===== config.mk =====
export PLATFORM = sky130hd
export DESIGN_NAME = weight_loader
export DESIGN_NICKNAME = d
export VERILOG_FILES = /design/src/rtl/weight_loader.sv
export SDC_FILE = /design/constraint.sdc
export NUM_CORES = 1
export LEC_CHECK = 0
export CAP_MARGIN = 20
export CORE_AREA = 2 2 428 430
export CTS_CLUSTER_DIAMETER = 50
export DETAILED_ROUTE_END_ITERATION = 7
export DIE_AREA = 0 0 430 432
export DONT_BUFFER_PORTS = 1
export GPL_TIMING_DRIVEN = 1
export PLACE_DENSITY_LB_ADDON = 0.12
export REMOVE_ABC_BUFFERS = 1
export SLEW_MARGIN = 20
export SYNTH_ARGS = -nofsm -noshare
export SYNTH_HDL_FRONTEND = slang
export SYNTH_SLANG_ARGS = --single-unit

===== constraint.sdc =====
create_clock -name clk -period 3.75 [get_ports clk]
set_input_delay 0.75 -clock clk [delete_from_list [all_inputs] [get_ports clk]]
set_output_delay 0.75 -clock clk [all_outputs]
set_load 0.005 [all_outputs]

===== src/rtl/weight_loader.sv =====
// Streams 512-bit beats into a banked weight buffer: each bank address is filled
// by G consecutive beats, each beat enabling one group of 8 banks.
module weight_loader #(
    parameter int X_PE       = 16,
    parameter int X_MESH     = 16,
    parameter int ADDR_LEN   = 16,
    parameter int DATA_LEN   = 64,
    parameter int BUFFER_NUM = 8 * X_PE * X_MESH / DATA_LEN
) (
    input  logic                  clk,
    input  logic                  rst,
    input  logic                  cfg_start,
    input  logic [ADDR_LEN-1:0]   cfg_base_addr,
    input  logic [ADDR_LEN-1:0]   cfg_len,
    input  logic                  s_valid,
    input  logic [DATA_LEN*8-1:0] s_data,
    output logic                  s_ready,
    output logic [DATA_LEN*8-1:0] data_wr,
    output logic [ADDR_LEN-1:0]   wr_addr,
    output logic [BUFFER_NUM-1:0] wr_en,
    output logic                  busy,
    output logic                  done
);

    localparam int G  = BUFFER_NUM / 8;
    localparam int GW = (G > 1) ? $clog2(G) : 1;
    localparam logic [GW-1:0] G_LAST = GW'(G - 1);

    typedef enum logic [1:0] {
        IDLE = 2'd0,
        LOAD = 2'd1,
        DONE = 2'd2
    } state_t;

    state_t                state_r, state_nx_s;
    logic [GW-1:0]         grp_r, grp_nx_s;
    logic [ADDR_LEN-1:0]   addr_r, addr_nx_s;
    logic [ADDR_LEN-1:0]   cnt_r, cnt_nx_s;
    logic [ADDR_LEN-1:0]   len_r, len_nx_s;
    logic [DATA_LEN*8-1:0] data_nx_s, data_wr_r;
    logic [ADDR_LEN-1:0]   waddr_nx_s, wr_addr_r;
    logic [BUFFER_NUM-1:0] wen_nx_s, wr_en_r;
    logic                  s_ready_r, busy_r, done_r;
    logic                  accept_s;

    // FSM state register
    always_ff @(posedge clk) begin
        if (rst) begin
            state_r <= IDLE;
        end else begin
            state_r <= state_nx_s;
        end
    end

    // Next-state, counter update and write-port decode
    always_comb begin
        state_nx_s = state_r;
        grp_nx_s   = grp_r;
        addr_nx_s  = addr_r;
        cnt_nx_s   = cnt_r;
        len_nx_s   = len_r;
        data_nx_s  = data_wr_r;
        waddr_nx_s = wr_addr_r;
        wen_nx_s   = {BUFFER_NUM{1'b0}};
        accept_s   = s_valid && s_ready_r;

        case (state_r)
            IDLE: begin
                if (cfg_start) begin
                    len_nx_s   = cfg_len;
                    addr_nx_s  = cfg_base_addr;
                    grp_nx_s   = {GW{1'b0}};
                    cnt_nx_s   = {ADDR_LEN{1'b0}};
                    state_nx_s = (cfg_len == {ADDR_LEN{1'b0}}) ? DONE : LOAD;
                end else begin
                    state_nx_s = IDLE;
                end
            end
            LOAD: begin
                if (accept_s) begin
                    data_nx_s  = s_data;
                    waddr_nx_s = addr_r;
                    for (int g = 0; g < G; g++) begin
                        if (grp_r == GW'(g)) begin
                            wen_nx_s[8*g +: 8] = 8'hFF;
                        end else begin
                            wen_nx_s[8*g +: 8] = 8'h00;
                        end
                    end
                    // Last group of an address: wrap group, step address (mod 2^ADDR_LEN)
                    if (grp_r == G_LAST) begin
                        grp_nx_s  = {GW{1'b0}};
                        addr_nx_s = addr_r + ADDR_LEN'(1);
                        cnt_nx_s  = cnt_r + ADDR_LEN'(1);
                        if (cnt_r == len_r - ADDR_LEN'(1)) begin
                            state_nx_s = DONE;
                        end else begin
                            state_nx_s = LOAD;
                        end
                    end else begin
                        grp_nx_s = grp_r + GW'(1);
                    end
                end else begin
                    state_nx_s = LOAD;
                end
            end
            DONE: begin
                state_nx_s = IDLE;
            end
            default: begin
                state_nx_s = IDLE;
            end
        endcase
    end

    // Counters and registered outputs; status flags follow the next state
    always_ff @(posedge clk) begin
        if (rst) begin
            grp_r     <= {GW{1'b0}};
            addr_r    <= {ADDR_LEN{1'b0}};
            cnt_r     <= {ADDR_LEN{1'b0}};
            len_r     <= {ADDR_LEN{1'b0}};
            data_wr_r <= {(DATA_LEN*8){1'b0}};
            wr_addr_r <= {ADDR_LEN{1'b0}};
            wr_en_r   <= {BUFFER_NUM{1'b0}};
            s_ready_r <= 1'b0;
            busy_r    <= 1'b0;
            done_r    <= 1'b0;
        end else begin
            grp_r     <= grp_nx_s;
            addr_r    <= addr_nx_s;
            cnt_r     <= cnt_nx_s;
            len_r     <= len_nx_s;
            data_wr_r <= data_nx_s;
            wr_addr_r <= waddr_nx_s;
            wr_en_r   <= wen_nx_s;
            s_ready_r <= (state_nx_s == LOAD);
            busy_r    <= (state_nx_s != IDLE);
            done_r    <= (state_nx_s == DONE);
        end
    end

    assign s_ready = s_ready_r;
    assign data_wr = data_wr_r;
    assign wr_addr = wr_addr_r;
    assign wr_en   = wr_en_r;
    assign busy    = busy_r;
    assign done    = done_r;

endmodule


Yosys cells after proc, flatten, opt, wreduce, memory -nomap -nowiden
Cells that the tools add are included.
W data, S select, Z words.
{ "classes": {"n_addsub": 4, "multipliers": 0, "div": 0, "magnitude_cmp": 0, "n_eq_ne": 10, "shifts": 0, "n_mux": 22, "n_bitwise": 2, "reduce_logical": 11} }
{ "op_table": {"columns": ["operator", "count"], "rows": [
  ["$mux W16", 6],
  ["$pmux W16 S2", 2],
  ["$add A16 B1 Y16 const B", 2],
  ["$mux W8", 4],
  ["$eq A16 B16 Y1", 1],
  ["$logic_not A16 Y1", 1],
  ["$mux W2", 8],
  ["$sub A16 B1 Y16 const B", 1],
  ["$pmux W2 S2", 2],
  ["$eq A2 B1 Y1 const B", 3],
  ["$eq A2 B2 Y1 const B", 3],
  ["$ne A2 B2 Y1 const B", 3],
  ["$logic_not A2 Y1", 2],
  ["$reduce_and A2 Y1", 2],
  ["$reduce_and A4 Y1", 1],
  ["$reduce_bool A2 Y1", 2],
  ["$reduce_and A3 Y1", 1],
  ["$reduce_or A3 Y1", 1],
  ["$add A2 B1 Y2 const B", 1],
  ["$not A1 Y1", 2],
  ["$logic_and A1 B1 Y1", 1]
]} }
{ "word_totals": {"reg_bits": 615, "latchBits": 0, "ram_bits": 0, "romBits": 0, "in_bits": 548, "output_inout_bits": 563, "word_cells": 60, "mem_count": 0} }

Logic depth before layout (Yosys ltp)
{ "logic_depth": {"word_depth": 7, "depth_mapped": 9, "depth_no_buf": 9} }

Least setup slack after synthesis
Ideal clock, no wire load.
{ "synth_path": {"path_kind": "register to register", "from": "register len_r[0]", "to": "register s_ready_r, in the netlist s_ready", "setup_time_ns": 0.130, "arrival_ns": 2.112, "required_time_ns": 3.620, "slack_ns": 1.508, "stages_incl_launch_ff": 8, "path_buffers": 0, "synth_period_minus_slack_ns": 2.242, "path_cell_list": "dfxtp_1 > nor4_2 > nand3b_1 > nor4_1 > mux2i_1 > o2111ai_1 > nor4_2 > a21oi_1"} }
{ "synth_between": {"elab_chain_cells": 7} }
{ "synth_rtl": {"columns": ["element", "line_no", "source"], "rows": [
  ["start, declared", "39", "logic [ADDR_LEN-1:0] len_r, len_nx_s;"],
  ["start signal, assigned", "122", "len_r <= {ADDR_LEN{1'b0}};"],
  ["start signal, assigned", "133", "len_r <= len_nx_s;"],
  ["$sub A16 B1 Y16", "95", "if (cnt_r == len_r - ADDR_LEN'(1)) begin"],
  ["$eq A16 B16 Y1", "95", null],
  ["$mux W2", "95", null],
  ["$mux W2", "91", "if (grp_r == G_LAST) begin"],
  ["$mux W2", "80", "if (accept_s) begin"],
  ["$pmux W2 S2", "67", "case (state_r)"],
  ["$eq A2 B1 Y1", "137", "s_ready_r <= (state_nx_s == LOAD);"],
  ["end signal, assigned", "137", null],
  ["end, declared", "43", "logic s_ready_r, busy_r, done_r;"]
]} }
No other way between the ends.
A chain may end at the register's enable or synchronous reset.

Worst setup path in the final report
{ "layout_path": {"from": "register len_r[0]", "to": "register state_r[0]"} }
{ "layout_between": {"elab_chain_cells": 6} }
{ "layout_rtl": {"columns": ["element", "line_no", "source"], "rows": [
  ["$sub A16 B1 Y16", "95", null],
  ["$eq A16 B16 Y1", "95", null],
  ["$mux W2", "95", null],
  ["$mux W2", "91", null],
  ["$mux W2", "80", null],
  ["$pmux W2 S2", "67", null],
  ["end signal, assigned", "51", "state_r <= state_nx_s;"],
  ["end, declared", "35", "state_t state_r, state_nx_s;"]
]} }
No other way between the ends.

==> impl_metrics.csv <==
group,metric,value,unit
die,dieArea,0.186,mm^2
yosys,yosys_warnings,0,
timing,fin_skew,0.0210,ns
die,dieWidth,430,um
drt,drc,0,
timing,whs,0.147,ns
clock_tree,htree_levels,3,
global_route,grt_pass1_wl,154000,um
layout,instances_no_fill,5141,
clock_tree,cts_buffers,116,
yosys,synth_seq_area_share,55.2,%
timing,finalCritPeriodShare,73.6,%
yosys,syn_area_per_cell,7.77,um^2
yosys,synth_ff_type,"dfxtp_1",
clock_tree,cts_hold_buffers,0,
clock_tree,ctsResizeCount,0,
worst_setup_path,critPathCaptureType,"flip-flop",
placed_design,dp.cells,4921,
global_route,grt_max_degree,569,
timing,max_freq,362,MHz
clock_tree,cts_tree,"yes",
outcome,violations,"slew limit",
placed_design,placed_cell_area,0.0236,mm^2
drt,drtAntennaViolNets,0,
yosys,synth_area,0.0213,mm^2
drt,wl_per_cell,22.3,um
placed_design,place_ws,0.943,ns
timing,final_hold_viol_count,0,
clock_tree,cts_sinks,587,
clock_tree,cts_buffer_depth,3,
timing,final.setup.worst_slack,0.989,ns
yosys,synth_edf_count,0,
die,coreArea,0.182,mm^2
die,start_util,11.7,%
drt,num_vias,18500,
die,die_y,432,um
power_and_ir_drop,cellPowerDensity,654,mW/mm^2
drt,vias_per_cell,3.60,
global_route,grt_pass1_vias,18000,
timing,min_period,2.76,ns
layout,drive_above_1_share,8.97,%
global_route,grtUsageTotal,11.7,%
drt,wirelength,115000,um
timing,maxSlewViolCount,186,
yosys,async_flop_share,0,%
placed_design,place_congestion,0.759,
layout,area_delta_synth_final,30.9,%
power_and_ir_drop,peakVddDrop,0.312,mV
clock_tree,clk_latency,0.73,ns
layout,fin_nets,3209,
timing,grt_setup_unrepaired,"no",
placed_design,dpl.hpwl,85100,um
worst_setup_path,worstPathArrival,3.34,ns
worst_setup_path,crit_fanout,7,
power_and_ir_drop,power_leakage,8.75,nW
yosys,ys_ff_latch,587,
worst_setup_path,crit_required,4.33,ns
timing,setup_tns,0,ns
yosys,synthDistinctLibCells,52,
clock_tree,cts_root_buffer,"clkbuf_16",
flow_run,max_cap_violations,0,
hold_path,hp-class,"in2reg",
global_route,antenna_found_initial,40,
global_route,grt_overflow,0,
worst_setup_path,cp-start-kind,"flip-flop",
placed_design,portBuffers,0,
die,ioPinCount,1111,
outcome,status,"finished with violations",
layout,postLayoutCellArea,0.0278,mm^2
timing,max_slew_margin,-32.4,%
clock_tree,post-cts-setup-buffer-count,0,
drt,drt_iter0_markers,1012,
timing,worst_pin_slew,1.99,ns
worst_setup_path,crit_type,"reg2reg",
drt,dr.pass1.iters,5,
die,core.rowCount,157,
yosys,synthesis.instances,2736,
clock_tree,cts.clk_slew.worst_paths,0.05,ns
timing,setup_viol,0,
[logic make-up (layout without fill, tap and decap cells)]
kind of cell | Yosys count | count (layout) | synth area share, %
buffers and inverters | 231 | 248 | 4.61
other | 0 | 3 | 0
DFF | 587 | 587 | 55.2
muxes | 1 | 1 | 0.0471
AOI/OAI and AO/OA | 623 | 623 | 15.2
xor gates and xnor gates | 31 | 31 | 1.28
adders and majority gates | 7 | 7 | 0.412
and+or+nand+nor | 1256 | 1256 | 23.2
[placed cells by master (no fill, tap or decap), types with 13 or more instances in the layout]
cell and n:
clkinvlp_4 14, clkinv_2 18, nand3_1 16, buf_4 16, nor2_1 53, clkinv_4 13, o21ai_0 17, clkbuf_16 117
nand2_1 1119, a21oi_1 564, bufinv_16 19, xor2_1 19, dfxtp_1 587, clkbuf_8 18
[critical path, cell delays in order (launching register included)]
cell       delay [ns]
dfxtp_1          0.35
nor4_2           0.69
nand3b_1         0.22
nor4_1           0.26
mux2i_1          0.23
o2111ai_1        0.14
nor4_2           0.58
a21oi_1          0.14
[flip-flops by register name (all words and copies together) (netlist names)]
register and cells:
addr_r 16, wr_en 4, s_ready 1, len_r 16, data_wr 512, cnt_r 16, done 1, state_r 2
wr_addr 16, busy 1, grp_r 2
[cells in the mapped netlist, drive strengths merged (3+ instances only)]
library cell  count  area, um^2
o22ai             3        18.8
o21ai            17        85.1
a21o              3        22.5
or3               4        31.3
xor2             19         166
nor4             12        93.8
nand4            10        62.6
nand3            17        85.1
a31oi             4        25.0
and3              6        37.5
clkbuf          194         728
nor2             54         203
nand2          1120        4210
buf              32         233
nand3b            3        22.5
nor3             10        60.1
a21oi           565        2830
and2              9        56.3
dfxtp           587       11800
a22oi             5        37.5
nand2b            5        31.3
xnor2            12         105
ha                7        87.6
inv               5        18.8
a211oi            6        45.0
[area by class of cell]
class	instances	area (um^2)
clock inverters	71	970
multi-input cells	1918	8570
clock buffers	146	3220
diodes	3	7.51
inverters	5	18.8
well taps	2385	2980
fillers	20800	154000
repair buffers	26	320
flip-flops and latches	587	11800
[metal layers]
metal	up-vias	track usage, %	routed length [um]
li1	8781	-	-
met1	8819	12.7	43300
met2	672	20.7	58800
met3	206	4.38	9300
met4	40	4.14	3140
met5	-	0	249
[stage by stage]
step | total power [mW] | util, %
final | 18.2 | 15.3
after CTS | 18.7 | 15.3
after floorplan | 7.00 | -
after global routing | 18.9 | 15.3
after global placement | 7.17 | 13.0
after detailed placement | 7.16 | 13.0
[power by group]
group          total, mW  switching, mW  internal (mW)
registers           6.53          0.157           6.38
logic              0.482          0.311          0.172
clock network       11.2           3.83           7.36
total               18.2           4.29           13.9
[path summary, 6_finish.rpt]
kind                        startpoint                   endpoint  slack (ns)  cells past startpoint
max              len_r[0]$_SDFFE_PP0P_      state_r[0]$_SDFF_PP0_        0.99                      7
min                        s_data[292]  data_wr[292]$_SDFFE_PP0P_        0.15                      2
max reg2reg      len_r[0]$_SDFFE_PP0P_      state_r[0]$_SDFF_PP0_        0.99                      7
min reg2reg  data_wr[400]$_SDFFE_PP0P_  data_wr[400]$_SDFFE_PP0P_        0.47                      2
No activity file was read; power rests on OpenSTA's default activity.
